--- src/rtl/idli_de_m.sv ---
// Decode: assembles LS-first nibbles into a 16b insn (+ optional 16b imm); IDLI_DE_ILLEGAL_EN traps opcode F.
// Latency: op valid the cycle after its final nibble is accepted; one op per 4 (or 8 with imm) nibbles.
// Backpressure: only the completing nibble stalls, while a held op is not accepted; flush always ready.
module idli_de_m #(
    parameter logic [3:0] IMM_REG = 4'hF
) (
    input  logic        i_de_gck,
    input  logic        i_ex_rst_n,
    input  logic        i_de_flush,
    input  logic [3:0]  i_de_nib,
    input  logic        i_de_nib_vld,
    output logic        o_de_nib_rdy,
    output logic [3:0]  o_de_op_opc,
    output logic [3:0]  o_de_op_a,
    output logic [3:0]  o_de_op_b,
    output logic [3:0]  o_de_op_c,
    output logic        o_de_op_imm_vld,
    output logic [15:0] o_de_op_imm,
    output logic        o_de_op_vld,
    input  logic        i_de_op_acp,
    output logic        o_de_op_ill
);

    typedef enum logic {ST_INSN = 1'b0, ST_IMM = 1'b1} state_t;

    state_t      state;
    logic [1:0]  cnt;
    logic [15:0] insn;      // shift register, newest nibble enters at the top
    logic [11:0] imm_sr;
    logic        nib_ill;
    logic        last_pos;
    logic        nib_xfer;
    logic        complete;
    logic        op_xfer;

`ifdef IDLI_DE_ILLEGAL_EN
    // The opcode is the final insn nibble, so illegality is known as it arrives.
    assign nib_ill = (state == ST_INSN) && (i_de_nib == 4'hF);

    always_ff @(posedge i_de_gck or negedge i_ex_rst_n) begin
        if (!i_ex_rst_n) begin
            o_de_op_ill <= 1'b0;
        end else if (complete) begin
            o_de_op_ill <= nib_ill;
        end
    end
`else
    assign nib_ill     = 1'b0;
    assign o_de_op_ill = 1'b0;
`endif

    // At insn count 3, field B (nibble 1) sits in insn[11:8] after three shifts.
    assign last_pos     = (cnt == 2'd3) &&
                          ((state == ST_IMM) || (insn[11:8] != IMM_REG) || nib_ill);
    assign o_de_nib_rdy = i_de_flush || !(last_pos && o_de_op_vld && !i_de_op_acp);
    assign nib_xfer     = i_de_nib_vld && o_de_nib_rdy && !i_de_flush;
    assign complete     = nib_xfer && last_pos;
    assign op_xfer      = o_de_op_vld && i_de_op_acp;

    always_ff @(posedge i_de_gck or negedge i_ex_rst_n) begin
        if (!i_ex_rst_n) begin
            state           <= ST_INSN;
            cnt             <= 2'd0;
            insn            <= 16'h0;
            imm_sr          <= 12'h0;
            o_de_op_vld     <= 1'b0;
            o_de_op_opc     <= 4'h0;
            o_de_op_a       <= 4'h0;
            o_de_op_b       <= 4'h0;
            o_de_op_c       <= 4'h0;
            o_de_op_imm_vld <= 1'b0;
            o_de_op_imm     <= 16'h0;
        end else if (i_de_flush) begin
            state       <= ST_INSN;
            cnt         <= 2'd0;
            o_de_op_vld <= 1'b0;
        end else begin
            if (nib_xfer) begin
                cnt <= cnt + 2'd1;
                if (state == ST_INSN) begin
                    insn <= {i_de_nib, insn[15:4]};
                    if (cnt == 2'd3 && !last_pos) begin
                        state <= ST_IMM;
                    end
                end else begin
                    imm_sr <= {i_de_nib, imm_sr[11:4]};
                    if (cnt == 2'd3) begin
                        state <= ST_INSN;
                    end
                end
            end

            if (complete) begin
                o_de_op_vld <= 1'b1;
                if (state == ST_INSN) begin
                    {o_de_op_opc, o_de_op_a, o_de_op_b, o_de_op_c} <= {i_de_nib, insn[15:4]};
                    o_de_op_imm_vld <= 1'b0;
                    o_de_op_imm     <= 16'h0;
                end else begin
                    {o_de_op_opc, o_de_op_a, o_de_op_b, o_de_op_c} <= insn;
                    o_de_op_imm_vld <= 1'b1;
                    o_de_op_imm     <= {i_de_nib, imm_sr};
                end
            end else if (op_xfer) begin
                o_de_op_vld <= 1'b0;
            end
        end
    end

endmodule

--- config.mk ---
export PLATFORM = sky130hd
export DESIGN_NAME = idli_de_m
export DESIGN_NICKNAME = d
export VERILOG_FILES = /design/src/rtl/idli_de_m.sv
export SDC_FILE = /design/constraint.sdc
export NUM_CORES = 1
export LEC_CHECK = 0
export ABC_AREA = 1
export ABC_CLOCK_PERIOD_IN_PS = 1350
export CAP_MARGIN = 20
export CORE_MARGIN = 1
export CORE_UTILIZATION = 34
export CTS_CLUSTER_DIAMETER = 40
export DETAILED_ROUTE_END_ITERATION = 10
export PLACE_DENSITY = 0.69
export RECOVER_POWER = 25
export SLEW_MARGIN = 25
export SYNTH_ARGS = -nofsm -noshare
export SYNTH_HDL_FRONTEND = slang
export SYNTH_SLANG_ARGS = --single-unit
--- constraint.sdc ---
create_clock -name i_de_gck -period 1.35 [get_ports i_de_gck]
set_input_delay 0.2025 -clock i_de_gck [delete_from_list [all_inputs] [get_ports i_de_gck]]
set_output_delay 0.2025 -clock i_de_gck [all_outputs]
set_load 0.1 [all_outputs]
==> results.json, run 1 <==
{
  "status": "complete, but fails checks",
  "violations": "setup timing",
  "drive_gt1_share_pct": 28.0,
  "rsz0062_at_grt": "yes",
  "antenna_left": 0,
  "fmax_mhz": 631,
  "final.setup.tns_ps": -8290,
  "clk_pin_slew_ps": 70,
  "synth_edf_count": 0,
  "slew_headroom_pct": 46.5,
  "max_slew.worst_pin.slew_ps": 802,
  "wl_per_cell_um": 12.7,
  "die_w_um": 93.0,
  "start_util_pct": 35.8,
  "synth_flop_cell": "dfrtp_1",
  "skew_ps": 6.95,
  "hpwl_mm": 4.10,
  "start_kind": "flip-flop",
  "netlist_area_um2": 2810,
  "cts_inserted_buffers": 9,
  "met1_length_mm": 2.56,
  "cts.path.max_buffers": 2,
  "syn_to_final_growth_pct": 49.8,
  "crit_type": "reg2out",
  "leakagePower_nw": 1.96,
  "first_pass_iters": 5,
  "die_h_um": 93.0,
  "drc": 0,
  "setup_violations": 65,
  "path_max_fanout": 3,
  "finalWirelength_mm": 6.10,
  "synth_area_leaders": "dfrtp_1 58%, nand2_1 19%, o21ai_1 4.6%",
  "routed.top_layer": "met4",
  "cts_sinks": 65,
  "syn_area_per_cell_um2": 9.25,
  "route.met3.wl_um": 207,
  "grt_usage_pct": 16.0,
  "drv_slew": 0,
  "hold_viol_final": 0,
  "nNetsFinal": 384,
  "vias": 2218,
  "fin_crit_sh_pct": 117,
  "grt_pass1_wl_mm": 10.5,
  "cts_tree": "built",
  "synth_largest_area_cell": "dfrtp_1",
  "io_buffers": 43,
  "antenna_cells_inserted": 0,
  "synth-seq-cells": 65,
  "hp-class": "reg2reg",
  "core_area_um2": 7850,
  "placed_cell_area_um2": 3860,
  "powerDensity_nw_per_um2": 1320,
  "yosysTopAreaCellShare_pct": 57.8,
  "cts_htree_levels": 3,
  "std_cell_rows": 32,
  "synth_cells": 304,
  "wl_met2_mm": 3.18,
  "arrival_ps": 1380,
  "async_flop_share_pct": 100,
  "clk_latency_ps": 340,
  "layoutNonFillerInstCount": 481,
  "period_needed_ps": 1580,
  "vdd.ir_drop.worst_mv": 0.665,
  "dp.cells": 457,
  "grt_pass1_vias": 2191,
  "synth-seq-area-share_pct": 57.8,
  "cts_root_buffer": "clkbuf_8",
  "worst_ep_required_time_ps": 1150,
  "synth.distinct_cells": 26,
  "die-area_um2": 8640,
  "syn-num-nets": 314,
  "yosys_warnings": 0,
  "final_design_area_no_fill_um2": 4210,
  "maxCapViolations": 0,
  "grt_antenna_before_repair": 0,
  "viasPerCell": 4.61,
  "dp_slack_ps": -298,
  "setup_ws_ps": -235,
  "grt_max_degree": 66,
  "gp_congestion": 0.796,
  "ios": 45,
  "grt.overflow.total": 0,
  "worst_setup_path_end_kind": "primary output",
  "drt_iter0_drc": 90
}
## where the power goes
group	switching (mW)	leakage [nW]	internal (mW)
clock network	0.742	0.129	1.38
logic	0.739	0.951	0.433
registers	0.149	0.880	2.11
total	1.63	1.96	3.92
## layout make-up
class                           instances  area [um2]
Clock buffer                           12         165
Tap cell                              102         128
Sequential cell                        65        1630
Timing Repair Buffer                   74        1090
Multi-Input combinational cell        216        1070
Clock inverter                          4        97.6
Fill cell                             693        3630
Inverter                                8        32.5
## synthesized netlist by cell type (3+ instances only)
library cell / n
clkbuf_1: 3
mux2i_1: 10
dfrtp_1: 65
buf_2: 4
buf_6: 6
o21ai_2: 4
nand2_1: 146
o21ai_0: 10
inv_1: 6
o21ai_1: 26
## per-layer routing
layer | GRT usage [%] | vias to the layer above
li1 | - | 1109
met1 | 18.8 | 1047
met2 | 27.4 | 46
met3 | 3.20 | 16
met4 | 8.33 | 0
met5 | 0 | -
## cells by family (layout without fill, tap and decap cells)
group                      count (synthesis)  after routing  share of synthesized area [%]
and+or+nand+nor                          161            162                           24.6
DFF                                       65             65                           57.8
AOI/OAI and AO/OA                         42             42                           8.01
buffers and inverters                     24             98                           5.38
muxes                                     10             10                           3.56
adders and majority gates                  1              1                          0.445
other                                      1              1                          0.133
## worst paths after layout
kind                             from            to  slack (ps)  depth (start not counted)
setup / recovery                state  o_de_nib_rdy        -230                          5
hold / removal              imm_sr[0]     imm_sr[0]         480                          2
setup reg to reg                state     imm_sr[7]        -180                          9
hold reg to reg             imm_sr[0]     imm_sr[0]         480                          2
max in group asynchronous  i_ex_rst_n   o_de_op_vld         180                          3
min in group asynchronous  i_ex_rst_n     imm_sr[0]         590                          3
## flip-flops by register name, summed over array words and instances (netlist names)
register	flops
insn	16
o_de_op_imm	16
imm_sr	12
o_de_op_a	4
o_de_op_b	4
o_de_op_c	4
o_de_op_opc	4
cnt	2
o_de_op_imm_vld	1
o_de_op_vld	1
state	1
## worst max-delay path: stages, from the launching register on
cell     delay (ps)
dfrtp_1         430
nor2_4          170
nand2_2          90
nand3_4          90
buf_6           100
buf_12          160
## layout by cell type, fill, tap and decap left out, types with 2 or more instances in the layout
| cell type | netlist | layout |
|---|---|---|
| nand4_2 | 2 | 2 |
| buf_12 | 0 | 40 |
| buf_4 | 2 | 20 |
| clkdlybuf4s50_1 | 0 | 7 |
| inv_1 | 6 | 4 |
| clkbuf_8 | 0 | 12 |
| dfrtp_1 | 65 | 64 |
| nand3_4 | 2 | 2 |
| nor2_4 | 2 | 4 |
| o21ai_2 | 4 | 5 |
| o21ai_0 | 10 | 6 |
| nand3_1 | 2 | 2 |
| o21ai_1 | 26 | 29 |
| a21oi_1 | 2 | 2 |
| nor2_1 | 2 | 2 |
| bufinv_16 | 0 | 3 |
| mux2i_1 | 10 | 10 |
| nand2_1 | 146 | 144 |
| buf_6 | 6 | 5 |
| inv_2 | 1 | 3 |
| nand2_2 | 1 | 2 |
## through the flow
| stage | hold WS, ps | power [mW] | util (%) |
|---|---|---|---|
| after global routing | 518 | 5.75 | 53.7 |
| final | 482 | 5.55 | 53.7 |
| after floorplan | -93.1 | 2.93 | - |
| after detailed placement | 243 | 3.45 | 49.1 |
| after CTS | 427 | 5.59 | 53.5 |
| after global placement | 244 | 3.43 | 49.1 |
## repair_timing
action	4_1_cts	5_1_grt
hold buffers	1	0
gates resized for setup	4	7
cloned	1	0
pin swaps	6	5
endpoints found under the hold margin	65	0
buffers inserted	4	2
endpoints found under the setup margin	63	67
No activity file was read; power rests on OpenSTA's default activity.
==> run 2, diff against run 1 <==
- CORE_MARGIN: 1 -> not set
==> results of run 2 <==
Final layout, timing and power as in run 1 (identical DEF).
==> run 3, diff against run 2 <==
- CORE_UTILIZATION: 34 -> 48
- PLACE_DENSITY: 0.69 -> 0.88
==> run 3 against run 2 <==
  * The flow still finishes with violations (setup timing)
  * Register-to-register slack got worse by 80 ps
  * Routed wire length rose by 27%
  * Sequential share of layout area rose by 0.14 points
  * Critical endpoint is now imm_sr[4]
  * First-iteration DRC count rose to 2.7 times the previous value
==> results.json, run 3 (same netlist as run 1, synthesis figures left out) <==
{
  "finalWirelength_mm": 7.72,
  "r2r_slack_ps": -260,
  "crit_chain": "inv_2, nor2_4, nand2_2, nand3_4, buf_4, nand3_4, nor2_4, buf_12, nand2_1, nand2_1",
  "cts_inserted_buffers": 9,
  "final_util_pct": 75.3,
  "multiInputGateArea_um2": 1090,
  "io_buffers": 43,
  "crit_type": "reg2reg",
  "clk_latency_ps": 360,
  "rsz0062_at_grt": "yes",
  "path_delay_family": "simple AND/OR/NAND/NOR gates",
  "r2r-end": "imm_sr[4]",
  "finalPower_mw": 5.39,
  "start_kind": "flip-flop",
  "cts_root_buffer": "clkbuf_8",
  "route.met3.wl_um": 562,
  "powerDensity_nw_per_um2": 1280,
  "cts_sinks": 65,
  "setup_ws_ps": -260,
  "die-area_um2": 6170,
  "path_max_fanout": 12,
  "vias": 2503,
  "regToRegStartpoint": "insn[11]",
  "hold_viol_final": 0,
  "drt_iter0_drc": 239,
  "skew_ps": 6.64,
  "fin_crit_sh_pct": 119,
  "grt_pass1_vias": 2293,
  "hpwl_mm": 4.40,
  "dp_slack_ps": -332,
  "start_util_pct": 50.5,
  "std_cell_rows": 27,
  "worst_ep_required_time_ps": 1650,
  "first_pass_iters": 5,
  "setup_violations": 66,
  "syn_to_final_growth_pct": 49.2,
  "grt_antenna_before_repair": 0,
  "maxCapViolations": 0,
  "layoutNonFillerInstCount": 450,
  "arrival_ps": 1910,
  "wl_per_cell_um": 17.2,
  "grt_max_degree": 40,
  "routed.top_layer": "met4",
  "seq_area_um2": 1630,
  "layout.cells.most_common_list": "144 x nand2_1, 64 x dfrtp_1, 41 x buf_12, 30 x o21ai_1, 18 x buf_4",
  "met1_length_mm": 2.98,
  "drv_slew": 0,
  "viasPerCell": 5.56,
  "largestRegisters": "insn: 16 flops, o_de_op_imm: 16 flops, imm_sr: 12 flops",
  "crit_slowest_cell": "dfrtp_1",
  "fmax_mhz": 621,
  "max_slew.worst_pin.slew_ps": 810,
  "rr_worst_depth": 10,
  "dp.cells": 421,
  "drc": 0,
  "vdd.ir_drop.worst_mv": 1.07,
  "grt_pass1_wl_mm": 11.2,
  "die_h_um": 78.6,
  "grt_usage_pct": 24.3,
  "cts_htree_levels": 3,
  "worst_setup_path_end_kind": "flip-flop",
  "clk_pin_slew_ps": 70,
  "period_needed_ps": 1610,
  "hp-class": "in2async",
  "final_design_area_no_fill_um2": 4200,
  "die_w_um": 78.6,
  "placed_cell_area_um2": 3790,
  "critPathLaunch": "insn[11]",
  "status": "complete, but fails checks",
  "drive_gt1_share_pct": 27.0,
  "ios": 45,
  "cts.path.max_buffers": 2,
  "core_area_um2": 5570,
  "grt.overflow.total": 0,
  "leakagePower_nw": 1.95,
  "critPathMaxStageDelay_ps": 400,
  "gp_congestion": 0.760,
  "nNetsFinal": 383,
  "final_common_cell": "nand2_1",
  "wl_met2_mm": 3.90,
  "fillers": 334,
  "antenna_cells_inserted": 0,
  "violations": "setup timing",
  "cts_tree": "built",
  "cp_num_buf_inv": 3,
  "antenna_left": 0,
  "slew_headroom_pct": 46.0
}
==> run 3: what timing repair did <==
item	in CTS	in global routing
buffers inserted	5	3
hold endpoints to repair	12	0
endpoints found under the setup margin	64	66
resized for setup	7	3
gates cloned	1	3
pin swaps	7	5
hold buffers	1	0
==> run 3: power by group <==
part           internal (mW)  switching (mW)  total (mW)
Sequential              2.10           0.162        2.27
Combinational          0.436           0.769        1.21
Clock                   1.14           0.777        1.92
Total                   3.68            1.71        5.39
==> run 3: final cells by class <==
class / count / share of cell area, %
timing repair buffer: 73 / 26.8
inverter: 8 / 0.775
tap: 72 / 2.15
multi-input combinational: 216 / 26.0
clock inverter: 4 / 1.79
sequential: 65 / 38.8
clock buffer: 12 / 3.70
==> run 3: per-layer routing <==
| metal | global-route usage, % | vias to the layer above |
|---|---|---|
| met2 | 40.0 | 141 |
| met1 | 29.6 | 1216 |
| met3 | 5.93 | 29 |
| li1 | - | 1117 |
| met5 | 0 | - |
| met4 | 12.6 | 0 |
==> run 3: worst register-to-register path, cell delays in order (launching register included) <==
cell and delay (ps):
dfrtp_1 400, inv_2 70, nor2_4 130, nand2_2 90
nand3_4 80, buf_4 150, nand3_4 160, nor2_4 160
buf_12 140, nand2_1 90, nand2_1 90
==> run 3: how the worst max path moves through the flow <==
| stage | to | slack [ps] | cells after the start |
|---|---|---|---|
| 6_report | imm_sr[4] | -260 | 10 |
| 5_1_grt | imm_sr[4] | -350 | 10 |
| 4_1_cts | o_de_nib_rdy | -210 | 6 |
| 3_5_place_dp | o_de_op_a[2] | -330 | 9 |
| 3_3_place_gp | o_de_op_opc[2] | -260 | 9 |
| 2_1_floorplan | imm_sr[1] | -430 | 8 |
==> run 3: through the flow <==
stage                     setup TNS [ps]  hold WS [ps]
after floorplan                   -16620         -93.1
after global placement            -14680           127
after detailed placement          -18040           127
after CTS                          -6840           289
after global routing              -18740           502
final                             -11820           437
